**src/rtl/medipix_serial_bridge.sv**
```systemverilog
`default_nettype none
// ============================================================================
//  Module      : medipix_serial_bridge
//  Description : Buffers Nios PIO words in a FIFO and serialises them onto the
//                Medipix clock/data/enable link at a programmable bit rate,
//                with frame framing. Also generates the TPSWT square wave.
//  Revision    : 1.0 - initial release
// ============================================================================
module medipix_serial_bridge #(
    parameter int DATA_W     = 8,
    parameter int FIFO_DEPTH = 16,
    parameter int DIV_W      = 8,
    parameter int MSB_FIRST  = 1,
    parameter int TPSWT_DIV  = 2
) (
    input  logic              In_Clk,
    input  logic              In_Reset,
    input  logic              In_En_nios,
    input  logic              In_Sync_nios,
    input  logic [DATA_W-1:0] In_Data_nios,
    input  logic [DIV_W-1:0]  In_Div,
    input  logic              In_Tpswt_en,
    output logic              Out_Full,
    output logic              Out_Overflow,
    output logic              Out_Busy,
    output logic              Out_Clk_Mdpx,
    output logic              Out_Data_Mdpx,
    output logic              Out_Enable_Mdpx,
    output logic              Out_TPSWT_Mdpx
);

    localparam int c_AW = $clog2(FIFO_DEPTH);
    localparam int c_BW = (DATA_W > 1) ? $clog2(DATA_W) : 1;
    localparam int c_TW = (TPSWT_DIV > 1) ? $clog2(TPSWT_DIV) : 1;

    localparam logic [c_BW-1:0]  c_BITS_M1 = c_BW'(DATA_W - 1);
    localparam logic [c_AW:0]    c_DEPTH   = (c_AW + 1)'(FIFO_DEPTH);
    localparam logic [c_TW-1:0]  c_TP_LAST = c_TW'(TPSWT_DIV - 1);

    typedef enum logic [2:0] {
        S_IDLE  = 3'd0,
        S_LOAD  = 3'd1,
        S_SHIFT = 3'd2,
        S_STALL = 3'd3,
        S_GAP   = 3'd4
    } state_t;

    // Bit currently at the output end of a word for the configured order.
    function automatic logic f_first_bit(input logic [DATA_W-1:0] d);
        return (MSB_FIRST != 0) ? d[DATA_W-1] : d[0];
    endfunction

    // Word with the presented bit removed, next bit moved to the output end.
    function automatic logic [DATA_W-1:0] f_shift(input logic [DATA_W-1:0] d);
        return (MSB_FIRST != 0) ? (d << 1) : (d >> 1);
    endfunction

    // ------------------------------------------------------------------ FIFO
    logic [DATA_W:0]   r_mem [FIFO_DEPTH];
    logic [c_AW-1:0]   r_wr_ptr;
    logic [c_AW-1:0]   r_rd_ptr;
    logic [c_AW:0]     r_count;
    logic              r_ovf;
    logic              w_full;
    logic              w_empty;
    logic              w_wr;
    logic              w_pop;
    logic [DATA_W:0]   w_head;
    logic [DATA_W-1:0] w_head_data;
    logic              w_head_last;

    assign w_full      = (r_count == c_DEPTH);
    assign w_empty     = (r_count == '0);
    assign w_wr        = In_En_nios && !w_full;
    assign w_head      = r_mem[r_rd_ptr];
    assign w_head_data = w_head[DATA_W-1:0];
    assign w_head_last = w_head[DATA_W];

    // Storage array: entry is {frame-last flag, data}; no reset needed.
    always_ff @(posedge In_Clk) begin
        if (w_wr) begin
            r_mem[r_wr_ptr] <= {In_Sync_nios, In_Data_nios};
        end
    end

    // Pointers, occupancy and sticky overflow flag.
    always_ff @(posedge In_Clk) begin
        if (!In_Reset) begin
            r_wr_ptr <= '0;
            r_rd_ptr <= '0;
            r_count  <= '0;
            r_ovf    <= 1'b0;
        end else begin
            if (w_wr) begin
                r_wr_ptr <= r_wr_ptr + c_AW'(1);
            end
            if (w_pop) begin
                r_rd_ptr <= r_rd_ptr + c_AW'(1);
            end
            r_count <= r_count + (c_AW + 1)'(w_wr) - (c_AW + 1)'(w_pop);
            if (In_En_nios && w_full) begin
                r_ovf <= 1'b1;
            end
        end
    end

    // ------------------------------------------------------- serialiser FSM
    state_t            r_state, w_state_n;
    logic              r_clk, w_clk_n;
    logic              r_data, w_data_n;
    logic              r_en, w_en_n;
    logic [DATA_W-1:0] r_shift, w_shift_n;
    logic [c_BW-1:0]   r_bitcnt, w_bitcnt_n;
    logic              r_last, w_last_n;
    logic [DIV_W:0]    r_cnt, w_cnt_n;
    logic [DIV_W-1:0]  r_hp_m1, w_hp_m1_n;
    logic [DIV_W-1:0]  w_div_m1;

    // Half-period minus one taken from In_Div, zero treated as one.
    assign w_div_m1 = (In_Div == '0) ? '0 : (In_Div - DIV_W'(1));

    // State and link datapath registers.
    always_ff @(posedge In_Clk) begin
        if (!In_Reset) begin
            r_state  <= S_IDLE;
            r_clk    <= 1'b0;
            r_data   <= 1'b0;
            r_en     <= 1'b0;
            r_shift  <= '0;
            r_bitcnt <= '0;
            r_last   <= 1'b0;
            r_cnt    <= '0;
            r_hp_m1  <= '0;
        end else begin
            r_state  <= w_state_n;
            r_clk    <= w_clk_n;
            r_data   <= w_data_n;
            r_en     <= w_en_n;
            r_shift  <= w_shift_n;
            r_bitcnt <= w_bitcnt_n;
            r_last   <= w_last_n;
            r_cnt    <= w_cnt_n;
            r_hp_m1  <= w_hp_m1_n;
        end
    end

    // Next-state and next link values; every pop also loads the head word.
    always_comb begin
        w_state_n  = r_state;
        w_clk_n    = r_clk;
        w_data_n   = r_data;
        w_en_n     = r_en;
        w_shift_n  = r_shift;
        w_bitcnt_n = r_bitcnt;
        w_last_n   = r_last;
        w_cnt_n    = r_cnt;
        w_hp_m1_n  = r_hp_m1;
        w_pop      = 1'b0;

        case (r_state)
            S_IDLE: begin
                w_clk_n  = 1'b0;
                w_data_n = 1'b0;
                w_en_n   = 1'b0;
                if (!w_empty) begin
                    w_state_n = S_LOAD;
                end
            end
            S_LOAD: begin
                w_pop     = 1'b1;
                w_en_n    = 1'b1;
                w_clk_n   = 1'b0;
                w_cnt_n   = {1'b0, w_div_m1};
                w_hp_m1_n = w_div_m1;
                w_state_n = S_SHIFT;
            end
            S_SHIFT: begin
                if (r_cnt == '0) begin
                    w_cnt_n = {1'b0, r_hp_m1};
                    w_clk_n = ~r_clk;
                    if (r_clk) begin
                        if (r_bitcnt != '0) begin
                            w_data_n   = f_first_bit(r_shift);
                            w_shift_n  = f_shift(r_shift);
                            w_bitcnt_n = r_bitcnt - c_BW'(1);
                        end else if (r_last) begin
                            w_state_n = S_GAP;
                            w_data_n  = 1'b0;
                            w_en_n    = 1'b0;
                            w_cnt_n   = {r_hp_m1, 1'b1};
                        end else if (!w_empty) begin
                            w_pop = 1'b1;
                        end else begin
                            w_state_n = S_STALL;
                        end
                    end
                end else begin
                    w_cnt_n = r_cnt - (DIV_W + 1)'(1);
                end
            end
            S_STALL: begin
                w_clk_n = 1'b0;
                if (!w_empty) begin
                    w_pop     = 1'b1;
                    w_cnt_n   = {1'b0, w_div_m1};
                    w_hp_m1_n = w_div_m1;
                    w_state_n = S_SHIFT;
                end
            end
            S_GAP: begin
                w_clk_n  = 1'b0;
                w_data_n = 1'b0;
                w_en_n   = 1'b0;
                if (r_cnt == '0) begin
                    w_state_n = S_IDLE;
                end else begin
                    w_cnt_n = r_cnt - (DIV_W + 1)'(1);
                end
            end
            default: begin
                w_state_n = S_IDLE;
                w_clk_n   = 1'b0;
                w_data_n  = 1'b0;
                w_en_n    = 1'b0;
            end
        endcase

        if (w_pop) begin
            w_shift_n  = f_shift(w_head_data);
            w_data_n   = f_first_bit(w_head_data);
            w_last_n   = w_head_last;
            w_bitcnt_n = c_BITS_M1;
        end
    end

    // ---------------------------------------------------------------- TPSWT
    logic [c_TW-1:0] r_tcnt;
    logic            r_tpswt;

    // Free-running square wave while enabled; restarts from 0 when re-enabled.
    always_ff @(posedge In_Clk) begin
        if (!In_Reset || !In_Tpswt_en) begin
            r_tcnt  <= '0;
            r_tpswt <= 1'b0;
        end else if (r_tcnt == c_TP_LAST) begin
            r_tcnt  <= '0;
            r_tpswt <= ~r_tpswt;
        end else begin
            r_tcnt  <= r_tcnt + c_TW'(1);
        end
    end

    assign Out_Full        = w_full;
    assign Out_Overflow    = r_ovf;
    assign Out_Busy        = (r_state != S_IDLE) || !w_empty;
    assign Out_Clk_Mdpx    = r_clk;
    assign Out_Data_Mdpx   = r_data;
    assign Out_Enable_Mdpx = r_en;
    assign Out_TPSWT_Mdpx  = r_tpswt;

endmodule
`default_nettype wire

```
**config.mk**
```make
export PLATFORM = sky130hd
export DESIGN_NAME = medipix_serial_bridge
export DESIGN_NICKNAME = d
export VERILOG_FILES = /design/src/rtl/medipix_serial_bridge.sv
export SDC_FILE = /design/constraint.sdc
export NUM_CORES = 1
export LEC_CHECK = 0
export ABC_AREA = 1
export ABC_CLOCK_PERIOD_IN_PS = 7000
export CAP_MARGIN = 20
export CELL_PAD_IN_SITES_DETAIL_PLACEMENT = 1
export CELL_PAD_IN_SITES_GLOBAL_PLACEMENT = 2
export CORE_UTILIZATION = 43
export CTS_CLUSTER_DIAMETER = 50
export CTS_CLUSTER_SIZE = 40
export DETAILED_ROUTE_END_ITERATION = 10
export GPL_TIMING_DRIVEN = 1
export PLACE_DENSITY_LB_ADDON = 0.12
export SYNTH_ARGS = -nofsm -noshare
export SYNTH_HDL_FRONTEND = slang
export SYNTH_SLANG_ARGS = --single-unit
export TNS_END_PERCENT = 100
```
**constraint.sdc**
```tcl
create_clock -name In_Clk -period 7 [get_ports In_Clk]
set_input_delay 1.4 -clock In_Clk [delete_from_list [all_inputs] [get_ports In_Clk]]
set_output_delay 1.4 -clock In_Clk [all_outputs]
set_load 0.02 [all_outputs]
```
==> flow_summary_export.csv, run 1 <==
group,metric,value,unit
clock_tree,cts_buffers,17,
yosys,yosysTopAreaCell,"edfxtp_1",
yosys,synth_ff_type,"edfxtp_1",
detailed_routing,dr_total_vias,6519,
clock_tree,insertion_delay,430,ps
global_routing,overflow,0,
die,die_width,146,um
place,dp_hpwl,15.6,mm
clock_tree,post_cts_buffers,0,
yosys,yosysMostFrequentCell,"nand2_1",
job,drv_cap,0,
sta,slew_viol_final,0,
status,outcome,"completed",
pwr,pwr-share-clk,26.7,%
yosys,synth.area.top_cells,"edfxtp_1 49%, dfxtp_1 12%, nand2_1 7.2%",
detailed_routing,wl_per_cell,18.9,um
die,dieHeight,146,um
worst_setup_path,reg2reg_slack,3680,ps
place,portBuffers,27,
pwr,p_sw,1340,uW
clock_tree,hold_buffers,0,
pwr,ir_drop,176,uV
pwr,p_per_area,362,nW/um2
detailed_routing,drt-total-wl,23.1,mm
cells_and_area,area_growth,11.7,%
worst_setup_path,critPathLaunchType,"register",
worst_setup_path,worstPathMaxFanout,3,
yosys,synth_edf_count,144,
pwr,p_int,2240,uW
detailed_routing,route.detailed.drc,0,
yosys,synth_nets,961,
cells_and_area,final_nets,974,
worst_setup_path,end_kind,"primary output",
global_routing,grt_max_degree,76,
global_routing,grt_use_total,22.8,%
yosys,synth_commonest_cells,"169 x nand2_1, 153 x nor2_1, 144 x edfxtp_1",
sta,post-route-period-util,48.3,%
pwr,leakage,0.00372,uW
sta,clock.fmax,296,MHz
clock_tree,cts_num_sinks,198,
die,row_count,52,
pwr,power.total,3590,uW
cells_and_area,n_antenna_cell,0,
die,start_util,43.8,%
worst_hold_path,hold_class,"register to register",
clock_tree,postCtsResizedCells,0,
pwr,power_frac_seq,40.5,%
sta,rsz0062_at_grt,"false",
sta,timing.slew.headroom,39.4,%
sta,timing.final.hold_violations,0,
worst_setup_path,worstPathRequired,5600,ps
cells_and_area,post_layout_nonfiller_instances,1219,
die,core,20200,um2
worst_setup_path,arrival,1980,ps
clock_tree,cts-root-buf,"clkbuf_16",
worst_hold_path,min_path_cells,1,
yosys,async_reset_ff_share,0,%
detailed_routing,drtAntennaViolNets,0,
detailed_routing,first_iter_violations,286,
place,dp_cells,1188,
yosys,synth_warnings,0,
yosys,netlist_instances,924,
yosys,ys_seq_elements,198,
sta,worst_slew_pin_slew,904,ps
cells_and_area,drive_above_1_share,6.22,%
worst_setup_path,crit_type,"register to primary output",
clock_tree,htreeDepth,4,
pwr,pwr-share-comb,32.8,%
worst_setup_path,reg2reg_depth,17,
detailed_routing,drtPass1Iterations,5,
global_routing,antenna_found_initial,0,
global_routing,grt_pass1_vias,6832,
clock_tree,path_clk_slew,70,ps
sta,setup_violations,0,
sta,skew,13.1,ps
detailed_routing,vias_per_cell,5.35,
yosys,synth-seq-area-share,61.0,%
die,io_pins,28,
place,routabilityCongestion,0.818,
sta,setup_tns,0,ps
sta,layout_min_cycle_time,3380,ps
cells_and_area,fill_cells,2293,
yosys,avgSynthCellArea,9.59,um2
die,die_area,21200,um2
clock_tree,cts_tree,"done",
global_routing,grt_pass1_wl,36.8,mm
clock_tree,cts.path.max_buffers,2,
yosys,synth_top_area_share,48.8,%
pwr,netSwitchingFraction,37.5,%
yosys,syn_area,8860,um2
yosys,synth_cell_types,37,
## critical path: stages, from the launching register on
cell,delay (ps)
dfxtp_1,350
inv_1,70
ha_1,210
nand3_1,140
inv_1,70
nand3_1,100
clkdlybuf4s50_1,610
## worst paths after layout
check	startpoint	to
worst max-delay path	r_count[2]	Out_Busy
worst min-delay path	r_tcnt	r_tcnt
worst max register to register	r_cnt[0]	r_count[4]
worst min register to register	r_tcnt	r_tcnt
## registers in the layout (all words and copies together) (netlist names), 3 cells and up, named ones only
signal and flops:
r_shift 7, r_count 5, r_wr_ptr 4, r_hp_m1 8
r_bitcnt 3, r_rd_ptr 4, r_mem 144, r_cnt 9
r_state 3
## power by group through the flow
stage / Combinational [uW] / Clock, uW / Sequential [uW]
final: 1180 / 957 / 1450
after CTS: 1190 / 975 / 1450
after global placement: 1140 / 0 / 1470
after detailed placement: 1180 / 0 / 1480
after floorplan: 843 / 0 / 1460
after global routing: 1330 / 1010 / 1470
## metal layers
layer	vias to the layer above	share of wire (%)	global-route usage, %
li1	3155	-	-
met1	3235	47	30.5
met2	105	48	37.4
met3	24	3.3	4.11
met4	0	1.8	7.68
met5	-	0	0
## cells in the final DEF, fill, tap and decap left out, drive strengths merged
cell type	n
clkinvlp	2
inv	83
dfxtp	54
clkinv	5
fa	1
clkbuf	18
clkdlybuf4s50	27
bufinv	1
ha	15
nand2	172
nor3	6
o21ai	92
nor2	159
a211oi	4
or2	7
o211ai	23
o221ai	1
nand4	6
buf	4
xnor2	4
a31oi	3
o22ai	7
edfxtp	144
xor2	7
a21oi	30
nand3	74
## kinds of logic after synthesis
family / share of synthesized area, %
xor+xnor: 1.09
compound gates: 10.2
buf+inv: 5.31
flops: 61.0
fa+ha+maj: 2.34
simple gates: 20.1
## stage by stage
stage	setup slack (ps)	hold WS [ps]	area [um2]	utilization, %
floorplan	4040	411	8860	-
global placement	3380	418	9320	46.0
detailed placement	3270	430	9340	46.1
CTS	3580	441	9900	48.9
global route	3330	463	9900	48.9
finish	3620	435	9900	48.9
## area by class of cell
| cell class | instances | area (um2) | area share (%) |
|---|---|---|---|
| Clock buffer | 18 | 429 | 4.33 |
| Clock inverter | 13 | 136 | 1.38 |
| Inverter | 78 | 293 | 2.96 |
| Multi-Input combinational cell | 611 | 2990 | 30.2 |
| Sequential cell | 198 | 5410 | 54.6 |
| Tap cell | 270 | 338 | 3.41 |
| Timing Repair Buffer | 31 | 313 | 3.16 |
Note: power is estimated with default switching activity, not from simulation.
==> run 2: changes to the inputs <==
--- a/config.mk
+++ b/config.mk
@@ -6,11 +6,11 @@
 export NUM_CORES = 1
 export LEC_CHECK = 0
 export ABC_AREA = 1
-export ABC_CLOCK_PERIOD_IN_PS = 7000
+export ABC_CLOCK_PERIOD_IN_PS = 3350
 export CAP_MARGIN = 20
 export CELL_PAD_IN_SITES_DETAIL_PLACEMENT = 1
 export CELL_PAD_IN_SITES_GLOBAL_PLACEMENT = 2
-export CORE_UTILIZATION = 43
+export CORE_UTILIZATION = 40
 export CTS_CLUSTER_DIAMETER = 50
 export CTS_CLUSTER_SIZE = 40
 export DETAILED_ROUTE_END_ITERATION = 10
==> constraint.sdc (replaced) <==
create_clock -name In_Clk -period 3.35 [get_ports In_Clk]
set_input_delay 0.67 -clock In_Clk [delete_from_list [all_inputs] [get_ports In_Clk]]
set_output_delay 0.67 -clock In_Clk [all_outputs]
set_load 0.02 [all_outputs]
==> run 2 against run 1 <==
  * Clock power grew 120%
  * Cell count grew 2.9%
  * Utilization shrank 2.3 points
  * Worst setup slack lost 3200 ps
  * Largest cell class unchanged
==> flow_summary_export.csv, run 2 (synthesized netlist as in run 1, its figures left out) <==
group,metric,value,unit
status,outcome,"completed",
detailed_routing,drtAntennaViolNets,0,
cells_and_area,final_cell_mix,"169 x nand2_1, 153 x nor2_1, 144 x edfxtp_1",
clock_tree,post_cts_buffers,0,
worst_hold_path,hold_class,"register to register",
clock_tree,hold_buffers,0,
cells_and_area,n_antenna_cell,0,
worst_setup_path,crit_path_max_incr_delay,400,ps
sta,rsz0062_at_grt,"false",
detailed_routing,dr_total_vias,6640,
cells_and_area,utilization,46.6,%
place,dp_hpwl,15.6,mm
sta,timing.slew.headroom,46.1,%
cells_and_area,final_common_cell,"nand2_1",
clock_tree,cts_buffers,17,
die,io_pins,28,
global_routing,antenna_found_initial,1,
die,start_util,40.7,%
sta,layout_min_cycle_time,2910,ps
worst_setup_path,crit_type,"register to register",
job,drv_cap,0,
worst_setup_path,worstPathRequired,3660,ps
cells_and_area,fill_cells,2481,
cells_and_area,drive_above_1_share,8.73,%
worst_setup_path,crit_family,"simple AND/OR/NAND/NOR gates",
worst_setup_path,path_buf_inv,4,
clock_tree,path_clk_slew,80,ps
place,portBuffers,27,
cells_and_area,top_register,"r_mem",
place,dp_cells,1222,
sta,slew_viol_final,0,
die,dieHeight,151,um
die,core,21800,um2
sta,post-route-period-util,87.0,%
pwr,power.total,7660,uW
global_routing,grt_use_total,22.2,%
pwr,leakage,0.00387,uW
worst_setup_path,critPathLaunchType,"register",
detailed_routing,drt-total-wl,23.8,mm
die,row_count,54,
cells_and_area,final_nets,998,
pwr,p_per_area,756,nW/um2
global_routing,grt_pass1_vias,6875,
sta,clock.fmax,343,MHz
clock_tree,insertion_delay,440,ps
sta,setup_tns,0,ps
clock_tree,postCtsResizedCells,0,
worst_setup_path,end_kind,"register",
clock_tree,cts-root-buf,"clkbuf_16",
worst_setup_path,cpMaxStageDelayCell,"fa_1",
sta,skew,13.0,ps
cells_and_area,largest_reg_flops,144,
global_routing,overflow,0,
detailed_routing,vias_per_cell,5.30,
sta,timing.final.hold_violations,0,
worst_setup_path,arrival,3220,ps
die,die_area,22800,um2
clock_tree,cts_num_sinks,198,
clock_tree,htreeDepth,4,
cells_and_area,reg_top3,"r_mem x144, r_cnt x9, r_hp_m1 x8",
worst_setup_path,crit_chain,"inv_1, ha_1, inv_1, nor2_1, nand2_1, nor2_1, nand3_4, nand2_2, nand2_2, nor2_4, inv_1, nand2_1, ha_1, inv_1, fa_1, nor3_1, a211oi_1, o21ai_0, a21oi_1",
cells_and_area,multi_input_area,2990,um2
place,routabilityCongestion,0.757,
detailed_routing,route.detailed.drc,0,
die,die_width,151,um
detailed_routing,drtPass1Iterations,4,
pwr,ir_drop,327,uV
detailed_routing,first_iter_violations,423,
sta,setup_violations,0,
cells_and_area,register_area,5410,um2
cells_and_area,post_layout_nonfiller_instances,1254,
sta,worst_slew_pin_slew,808,ps
worst_setup_path,cpMostUsedCell,"inv_1",
cells_and_area,area_growth,14.4,%
detailed_routing,wl_per_cell,19.0,um
global_routing,grt_max_degree,75,
clock_tree,cts.path.max_buffers,2,
worst_setup_path,worstPathMaxFanout,8,
global_routing,grt_pass1_wl,37.4,mm
clock_tree,cts_tree,"done",
[run 2: layout make-up]
| cell class | instances | share of cell area, % |
|---|---|---|
| sequential | 198 | 53.3 |
| multi-input combinational | 611 | 29.4 |
| timing repair buffer | 55 | 4.74 |
| clock buffer | 17 | 4.20 |
| tap | 280 | 3.46 |
| inverter | 78 | 2.89 |
| clock inverter | 15 | 1.94 |
[run 2: power by group]
group / switching, uW / internal, uW
clock network: 1040 / 1090
registers: 169 / 2870
logic: 1690 / 807
total: 2900 / 4760
[run 2: final timing paths]
check,from,to,slack [ps],cells after the start
max,r_bitcnt[0],r_count[4],440,19
max reg2reg,r_bitcnt[0],r_count[4],440,19
min reg2reg,r_tcnt,r_tcnt,440,1
min,r_tcnt,r_tcnt,440,1
[run 2: per-layer routing]
layer | share of wire, % | global-route usage, %
met1 | 47 | 30.0
met5 | 0 | 0
met3 | 3.1 | 3.92
met2 | 49 | 37.0
met4 | 1.2 | 5.10
[run 2: metrics by stage]
stage	instance area [um2]	worst slack, ps	hold WS, ps
5_1_grt	10100	135	466
4_1_cts	10100	434	445
6_report	10100	436	436
3_5_place_dp	9520	388	435
2_1_floorplan	8860	738	411
3_3_place_gp	9520	508	419
